### src/rtl/rede_float_pkg.sv
// Shared types and widths for the rede_float neuron core.
// Sequencer states, datapath widths and the output saturation window.
package rede_float_pkg;

    localparam int IN_W   = 19;
    localparam int W_W    = 12;
    localparam int ACC_W  = 34;
    localparam int OUT_W  = 28;
    localparam int PROD_W = IN_W + W_W;

    // Limits expressed at the one-bit-wider width used for the bias sum
    localparam logic signed [ACC_W:0] SAT_MAX = 35'sd134217727;
    localparam logic signed [ACC_W:0] SAT_MIN = -35'sd134217728;

    typedef enum logic [2:0] {
        IDLE = 3'd0,
        REQ0 = 3'd1,
        REQ1 = 3'd2,
        REQ2 = 3'd3,
        REQ3 = 3'd4,
        CALC = 3'd5,
        OUT  = 3'd6
    } state_t;

endpackage

### src/rtl/rede_float_mac.sv
// Multiply-accumulate over four weighted samples, followed by a
// floor-shift, bias add, saturation and optional ReLU into a result register.
module rede_float_mac
    import rede_float_pkg::*;
#(
    parameter int                       FRAC = 8,
    parameter logic signed [OUT_W-1:0]  BIAS = '0,
    parameter bit                       RELU = 1'b1
) (
    input  logic                     clk,
    input  logic                     rst_n,
    input  logic                     load,
    input  logic                     add,
    input  logic                     capture,
    input  logic signed [W_W-1:0]    weight,
    input  logic signed [IN_W-1:0]   sample,
    output logic signed [OUT_W-1:0]  result
);

    logic signed [PROD_W-1:0] product;
    logic signed [ACC_W-1:0]  acc;
    logic signed [ACC_W-1:0]  shifted;
    logic signed [ACC_W:0]    biased;
    logic signed [OUT_W-1:0]  post;

    assign product = sample * weight;
    assign shifted = acc >>> FRAC;
    assign biased  = (ACC_W + 1)'(shifted) + (ACC_W + 1)'(BIAS);

    always_comb begin
        if (biased > SAT_MAX) begin
            post = OUT_W'(SAT_MAX);
        end else if (biased < SAT_MIN) begin
            post = OUT_W'(SAT_MIN);
        end else begin
            post = biased[OUT_W-1:0];
        end
        if (RELU && (post < 0)) begin
            post = '0;
        end
    end

    always_ff @(posedge clk or negedge rst_n) begin
        if (!rst_n) begin
            acc    <= '0;
            result <= '0;
        end else begin
            if (load) begin
                acc <= ACC_W'(product);
            end else if (add) begin
                acc <= acc + ACC_W'(product);
            end
            if (capture) begin
                result <= post;
            end
        end
    end

endmodule

### src/rtl/rede_float_core.sv
// Neuron core: requests four samples in turn, accumulates the weighted sum
// and strobes the post-processed result out once every six cycles.
//
// state | meaning
// IDLE  | one cycle after reset release
// REQ0-3| req_in one-hot for port k, sample taken on the closing edge
// CALC  | accumulator complete, result register loads on the closing edge
// OUT   | out_en strobe, io_out valid
module rede_float_core
    import rede_float_pkg::*;
#(
    parameter logic signed [W_W-1:0]   W0   = '0,
    parameter logic signed [W_W-1:0]   W1   = '0,
    parameter logic signed [W_W-1:0]   W2   = '0,
    parameter logic signed [W_W-1:0]   W3   = '0,
    parameter logic signed [OUT_W-1:0] BIAS = '0,
    parameter bit                      RELU = 1'b1,
    parameter int                      FRAC = 8
) (
    input  logic                     clk,
    input  logic                     rst,
    input  logic signed [IN_W-1:0]   io_in,
    output logic signed [OUT_W-1:0]  io_out,
    output logic [3:0]               req_in,
    output logic [3:0]               out_en
);

    state_t              state;
    state_t              state_next;
    logic [3:0]          req_next;
    logic [3:0]          out_en_next;
    logic                load;
    logic                add;
    logic                capture;
    logic signed [W_W-1:0] weight;

    always_comb begin
        state_next  = IDLE;
        req_next    = 4'b0000;
        out_en_next = 4'b0000;
        load        = 1'b0;
        add         = 1'b0;
        capture     = 1'b0;
        weight      = '0;
        case (state)
            IDLE: state_next = REQ0;
            REQ0: begin state_next = REQ1; load = 1'b1; weight = W0; end
            REQ1: begin state_next = REQ2; add  = 1'b1; weight = W1; end
            REQ2: begin state_next = REQ3; add  = 1'b1; weight = W2; end
            REQ3: begin state_next = CALC; add  = 1'b1; weight = W3; end
            CALC: begin state_next = OUT;  capture = 1'b1; end
            OUT:  state_next = REQ0;
            default: state_next = IDLE;
        endcase
        // Strobes are decoded from the next state so they leave flops directly
        case (state_next)
            REQ0: req_next    = 4'b0001;
            REQ1: req_next    = 4'b0010;
            REQ2: req_next    = 4'b0100;
            REQ3: req_next    = 4'b1000;
            OUT:  out_en_next = 4'b0001;
            default: ;
        endcase
    end

    always_ff @(posedge clk or negedge rst) begin
        if (!rst) begin
            state  <= IDLE;
            req_in <= 4'b0000;
            out_en <= 4'b0000;
        end else begin
            state  <= state_next;
            req_in <= req_next;
            out_en <= out_en_next;
        end
    end

    rede_float_mac #(
        .FRAC (FRAC),
        .BIAS (BIAS),
        .RELU (RELU)
    ) u_mac (
        .clk     (clk),
        .rst_n   (rst),
        .load    (load),
        .add     (add),
        .capture (capture),
        .weight  (weight),
        .sample  (io_in),
        .result  (io_out)
    );

endmodule

### config.mk
export PLATFORM = sky130hd
export DESIGN_NAME = rede_float_core
export DESIGN_NICKNAME = d
export VERILOG_FILES = /design/src/rtl/rede_float_pkg.sv /design/src/rtl/rede_float_mac.sv /design/src/rtl/rede_float_core.sv
export SDC_FILE = /design/constraint.sdc
export NUM_CORES = 1
export LEC_CHECK = 0
export ABC_AREA = 0
export BUFFER_PORTS_ARGS = -buffer_cell sky130_fd_sc_hd__buf_2
export CAP_MARGIN = 0
export CORE_MARGIN = 2
export CORE_UTILIZATION = 32
export DETAILED_ROUTE_END_ITERATION = 12
export PLACE_DENSITY_LB_ADDON = 0.08
export SYNTH_ARGS = -nofsm -noshare
export SYNTH_HDL_FRONTEND = slang
export SYNTH_SLANG_ARGS = --single-unit
### constraint.sdc
create_clock -name clk -period 1.2 [get_ports clk]
set_input_delay 0.12 -clock clk [delete_from_list [all_inputs] [get_ports clk]]
set_output_delay 0.12 -clock clk [all_outputs]
set_load 0.05 [all_outputs]
# == Yosys cells after proc, flatten, opt, wreduce, memory -nomap -nowiden ==
# Cells that the tools add are included.
# op_classes
order_cmp,3
eq_ne,11
mux,9
reduce_logical,2
# op_table
cell,count
$mux 28,3
$mux 34,1
$gt 26x28->1 const B,1
$lt 26x28->1 const B,1
$lt 28x1->1 const B,1
$pmux 3 s6,1
$pmux 4 s4,1
$eq 3x3->1 const B,5
$eq 3x2->1 const B,4
$eq 3x1->1 const B,2
$logic_not 3->1,1
$mux 1,3
$reduce_or 2->1,1
# totals
ff_bits,73
inputBits,21
elab_cells,30

# == Longest topological paths before layout ==
# Gate-level depths: netlist (run 1).
# depth
word_depth,5
ltp_mapped,2
ltp_nobuf,2

# == By module ==
# From an unflattened synthesis (run 1), not the netlist that was laid out.
# hier_totals
cells_unflattened,1416
area_unflattened_um2,12667.1
# modules_own_cells
mod,n_inst,cells_each,area_each_um2,seq_area_each_um2
rede_float_mac,1,1389,12349.3,1501.4
rede_float_core,1,27,317.8,200.2

# == Least setup slack after synthesis (run 1) ==
# No wires, ideal clock.
# synth_timing
kind,register to register
start,reg state[0]
end,reg state[2]
t_arrival_ns,0.721
required_ns,1.076
setup_slack_ns,0.355
path_stages_with_launch,3
n_path_buf,0
period_less_slack_ns,0.845
cell_sequence,dfrtp_1 > and3b_1 > o21bai_1
# synth_between
elab_chain_cells,3
# synth_rtl
item,line,rtl
from (decl),rede_float_core.sv:28,state_t state;
from (signal assigned),rede_float_core.sv:72,state <= state_next;
$eq 3x3->1 or $logic_not 3->1 (tied branches),rede_float_core.sv:45,case (state)
$reduce_or 2->1 (no line),--,
$pmux 3 s6 *,rede_float_core.sv:45,
via state_next[2],rede_float_core.sv:29,state_t state_next;
# The timed path passes the listed nets; every way through them passes the cells marked *.
# A chain may end at the register's enable or synchronous reset.

# == Final worst setup path (run 1) ==
# layout_timing
start,reg req_in[0]
end,out req_in[0]
# layout_rtl
item,line,rtl
from (decl),rede_float_core.sv:24,"output logic [3:0] req_in,"
from (signal assigned),rede_float_core.sv:73,req_in <= req_next;
# No word-level cell between the ends.

==> results of run 1 <==
[metrics by stage]
stage | power [mW] | cells | setup slack [ns] | hold slack (ns)
after floorplan | 0.564 | 82 | 0.355 | -0.176
final | 0.692 | 77 | 0.265 | 0.236
after global routing | 0.725 | 77 | 0.235 | 0.250
after CTS | 0.702 | 77 | 0.251 | 0.238
after detailed placement | 0.491 | 73 | 0.304 | -0.0269
after global placement | 0.491 | 73 | 0.300 | -0.0265
[power breakdown]
group	internal, mW	switching (mW)
Sequential	0.270	0
Clock	0.114	0.0880
Combinational	0.00332	0.216
[cells by family (layout without fill, tap and decap cells)]
family,after synthesis,after routing,share of synthesized area
AO/OA/AOI/OAI,2,2,0.0249
XOR/XNOR,1,1,0.0175
buffers and inverters,33,12,0.479
flip-flops,8,8,0.399
other,1,31,0.00747
AND/OR/NAND/NOR,7,7,0.0723
[path summary, 6_finish.rpt]
path	from	endpoint	slack, ns	cells after the start
worst min register to register	state[0]	state[0]	0.51	1
worst min-delay path	rst	req_in[2]	0.24	2
max in group asynchronous	rst	req_in[1]	0.80	2
min in group clk	state[0]	state[0]	0.51	1
worst max register to register	state[0]	state[2]	0.29	2
worst max-delay path	req_in[0]	req_in[0]	0.26	1
[state kept, by name, indices dropped and copies added (netlist names)]
signal,cells
req_in,4
out_en,1
state,3
[cell usage after synthesis]
master / n / area share
conb_1: 1 / 0.0075
inv_1: 2 / 0.015
nor2_1: 4 / 0.030
nand2b_1: 2 / 0.025
and3b_1: 1 / 0.017
xor2_1: 1 / 0.017
dfrtp_1: 8 / 0.40
o21bai_1: 1 / 0.015
o21ai_1: 1 / 0.010
buf_4: 31 / 0.46
[metal layers]
layer,vias up,track usage,share of wire,wire [um]
met2,19,0.0706,0.49,257
li1,114,-,-,-
met4,0,0.0909,0,0
met3,0,0.0125,0.12,63
met5,-,0,0,0
met1,110,0.0619,0.39,205
[layout make-up]
| type | count | share of cell area |
|---|---|---|
| multi-input combinational | 41 | 0.375 |
| inverter | 2 | 0.0162 |
| sequential | 8 | 0.431 |
| tap | 16 | 0.0431 |
| clock buffer | 3 | 0.0485 |
| timing repair buffer | 7 | 0.0863 |
[what timing repair did]
item | CTS | global route
hold buffers | 1 | 0
endpoints found under the hold margin | 8 | 0
setup buffers | 0 | 0
==> results.sh, run 1 <==
export IMPL_status="finished clean"
export IMPL_maxCapViolCount=0
export IMPL_path_buf_inv=1
export IMPL_ios=57
export IMPL_drcViolationCount=0
export IMPL_core_area_um2=1490
export IMPL_place_congestion=0.614
export IMPL_grt_pass1_wl_um=710
export IMPL_grt_pass1_vias=164
export IMPL_clk_latency_ns=0.25
export IMPL_fin_area_um2=464
export IMPL_period_share=0.779
export IMPL_worstHoldPathType="primary input to async pin"
export IMPL_die_h_um=43.6
export IMPL_crit_path_start_kind="flop"
export IMPL_cts_root_buf="clkbuf_4"
export IMPL_fp_row_count=14
export IMPL_critPathMaxStageDelay_ns=0.31
export IMPL_p_leak_nw=0.295
export IMPL_final_common_cell="conb_1"
export IMPL_placed_cell_area_um2=432
export IMPL_synth_area_um2=502
export IMPL_cts_sinks=8
export IMPL_antenna_left=0
export IMPL_cts_tree="done"
export IMPL_regArea_um2=200
export IMPL_arrival_ns=0.82
export IMPL_crit_type="flop to output pin"
export IMPL_slew_viol_final=0
export IMPL_cts_resized=0
export IMPL_setup_viol=0
export IMPL_mostFrequentLayoutCells="conb_1, dfrtp_1, buf_2"
export IMPL_cts_buffers=3
export IMPL_fmax_mhz=1070
export IMPL_fillers=165
export IMPL_die_area_um2=1900
export IMPL_grt_overflow=0
export IMPL_finalHoldViolCount=0
export IMPL_syn2layout_area_growth_pct=-7.48
export IMPL_clkTransAtPathRegs_ns=0.06
export IMPL_h_tree_depth=1
export IMPL_crit_fanout=1
export IMPL_routed_via_density=3.16
export IMPL_path_cells="buf_2"
export IMPL_antenna_found_initial=0
export IMPL_fin_crit_ns=0.935
export IMPL_ys_ff_latch=8
export IMPL_netlist_instances=52
export IMPL_p_per_area_nw_per_um2=1490
export IMPL_cts_path_max_buffers=2
export IMPL_via_count=243
export IMPL_fin_nets=84
export IMPL_ys_types=10
export IMPL_cpMaxStageDelayCell="dfrtp_1"
export IMPL_drive_above_1_share=0.148
export IMPL_die_w_um=43.6
export IMPL_wire_per_inst_um=6.83
export IMPL_antennaDiodeCount=0
export IMPL_avgSynthCellArea_um2=9.65
export IMPL_synth_seq_area_share=0.399
export IMPL_drt_iter0_markers=2
export IMPL_tns_ns=0
export IMPL_yosysWarnings=0
export IMPL_postLayoutCoreUtil=0.312
export IMPL_cp_end_kind="output pin"
export IMPL_irDropWorstVdd_mv=0.358
export IMPL_fin_skew_ns=0.00567
export IMPL_grt_use_total=0.0565
export IMPL_start_util=0.337
export IMPL_numPortBuffers=6
export IMPL_wl_um=526
export IMPL_crit_required_ns=1.08
export IMPL_grt_setup_unrepaired="no"
export IMPL_first_pass_iters=4
export IMPL_crit_family="flip-flops"
export IMPL_multi_input_area_um2=174
export IMPL_hpwl_um=403
export IMPL_grt_start_max_net_pins=9
Note: power is estimated with default switching activity, not from simulation.
==> run 2, diff against run 1 <==
clock period = 0.87 ns   (was 1.2 ns; I/O delays follow)
==> results.sh, run 2 (synthesis results as in run 1) <==
export IMPL_status="finished clean"
export IMPL_top_regs="req_in (4), state (3), out_en (1)"
export IMPL_whs_ns=0.203
export IMPL_combPwrFrac=0.318
export IMPL_crit_required_ns=0.78
export IMPL_syn2layout_area_growth_pct=6.23
export IMPL_worstHoldPathType="primary input to async pin"
export IMPL_internal_power_mw=0.535
export IMPL_cts_buffers=3
export IMPL_numPortBuffers=6
export IMPL_cts_root_buf="clkbuf_4"
export IMPL_fin_crit_ns=0.857
export IMPL_routed_via_density=3.30
export IMPL_cts_path_max_buffers=2
export IMPL_fin_area_um2=533
export IMPL_placed_cell_area_um2=454
export IMPL_hpwl_um=451
export IMPL_power_share_clock=0.291
export IMPL_grt_use_total=0.0702
export IMPL_fillers=161
export IMPL_final_cells=82
export IMPL_placed_cells=76
export IMPL_final_common_cell="conb_1"
export IMPL_antennaDiodeCount=0
export IMPL_critPathMaxStageDelay_ns=0.37
export IMPL_grt_overflow=0
export IMPL_largest_reg_flops=4
export IMPL_period_share=0.985
export IMPL_path_buf_inv=1
export IMPL_cp_end_kind="output pin"
export IMPL_die_w_um=43.6
export IMPL_finalHoldViolCount=0
export IMPL_fp_row_count=14
export IMPL_crit_fanout=1
export IMPL_grt_start_max_net_pins=9
export IMPL_drive_above_1_share=0.212
export IMPL_drt_iter0_markers=3
export IMPL_fmax_mhz=1170
export IMPL_place_congestion=0.670
export IMPL_ios=57
export IMPL_irDropWorstVdd_mv=0.628
export IMPL_first_pass_iters=4
export IMPL_core_area_um2=1490
export IMPL_slew_viol_final=0
export IMPL_antenna_left=0
export IMPL_fin_skew_ns=0.00696
export IMPL_clk_latency_ns=0.25
export IMPL_setup_viol=0
export IMPL_wl_um=585
export IMPL_antenna_found_initial=0
export IMPL_mostFrequentLayoutCells="conb_1, dfrtp_1, buf_6, buf_4, nor2_1"
export IMPL_cts_sinks=8
export IMPL_maxCapViolCount=0
export IMPL_crit_type="flop to output pin"
export IMPL_switchingPower_mw=0.419
export IMPL_h_tree_depth=1
export IMPL_path_cells="buf_6"
export IMPL_via_count=271
export IMPL_p_seq_frac=0.391
export IMPL_drcViolationCount=0
export IMPL_crit_path_start_kind="flop"
export IMPL_die_area_um2=1900
export IMPL_crit_family="flip-flops"
export IMPL_cpMaxStageDelayCell="dfrtp_1"
export IMPL_regMostFlops="req_in"
export IMPL_fin_nets=89
export IMPL_p_per_area_nw_per_um2=1790
export IMPL_start_util=0.337
export IMPL_regArea_um2=200
export IMPL_cts_tree="done"
export IMPL_regToRegSetupSlack_ns=0.03
export IMPL_grt_setup_unrepaired="yes"
export IMPL_grt_pass1_vias=209
export IMPL_grt_pass1_wl_um=855
export IMPL_die_h_um=43.6
export IMPL_multi_input_area_um2=174
export IMPL_postLayoutCoreUtil=0.358
export IMPL_wire_per_inst_um=7.13
export IMPL_clkTransAtPathRegs_ns=0.06
export IMPL_p_sw_frac=0.439
export IMPL_p_leak_nw=0.326
export IMPL_arrival_ns=0.77
==> run 2: cell count changes in the layout (fill, tap and decap cells not counted) <==
cell | previous run | this run
buf_2 | 6 | 1
buf_4 | 0 | 5
buf_6 | 0 | 5
==> run 2: cell type report <==
type | instances | share of cell area
Clock buffer | 3 | 0.0423
Inverter | 2 | 0.0141
Multi-Input combinational cell | 41 | 0.326
Sequential cell | 8 | 0.376
Tap cell | 16 | 0.0376
Timing Repair Buffer | 12 | 0.204
==> run 2: power groups by stage <==
| stage | sequential [mW] | combinational [mW] | clock [mW] |
|---|---|---|---|
| after floorplan | 0.379 | 0.399 | 0 |
| after global placement | 0.379 | 0.298 | 0 |
| after detailed placement | 0.379 | 0.298 | 0 |
| after CTS | 0.372 | 0.301 | 0.301 |
| after global routing | 0.372 | 0.314 | 0.319 |
| final | 0.372 | 0.303 | 0.278 |
==> run 2: timing repair <==
item | 4_1_cts | 5_1_grt
gates resized for setup | 10 | 0
hold buffers | 1 | 0
setup buffers | 0 | 2
endpoints found under the hold margin | 8 | 0
endpoints found under the setup margin | 5 | 7
pin swaps | 0 | 0
==> run 2: per-layer routing <==
| layer | track usage | part of all wire | vias to the layer above |
|---|---|---|---|
| met5 | 0 | 0 | - |
| met4 | 0.127 | 0.032 | 0 |
| met3 | 0 | 0.096 | 2 |
| met2 | 0.100 | 0.53 | 19 |
| met1 | 0.0696 | 0.34 | 128 |
| li1 | - | - | 122 |
==> run 2: path summary, 6_finish.rpt <==
check | depth (start not counted) | to | startpoint
max | 1 | req_in[0] | req_in[0]
min | 2 | req_in[2] | rst
max reg2reg | 2 | state[2] | state[1]
min reg2reg | 2 | state[0] | state[0]
max in group asynchronous | 2 | state[2] | rst
min in group clk | 2 | state[0] | state[0]
==> run 2: per-stage QoR <==
step                       TNS, ns  setup WS [ns]  power (mW)
final                            0         0.0129       0.953
after global routing        -0.121        -0.0429        1.00
after CTS                 -0.00121      -0.000888       0.974
after detailed placement         0         0.0105       0.677
after global placement           0         0.0103       0.677
after floorplan                  0         0.0253       0.778
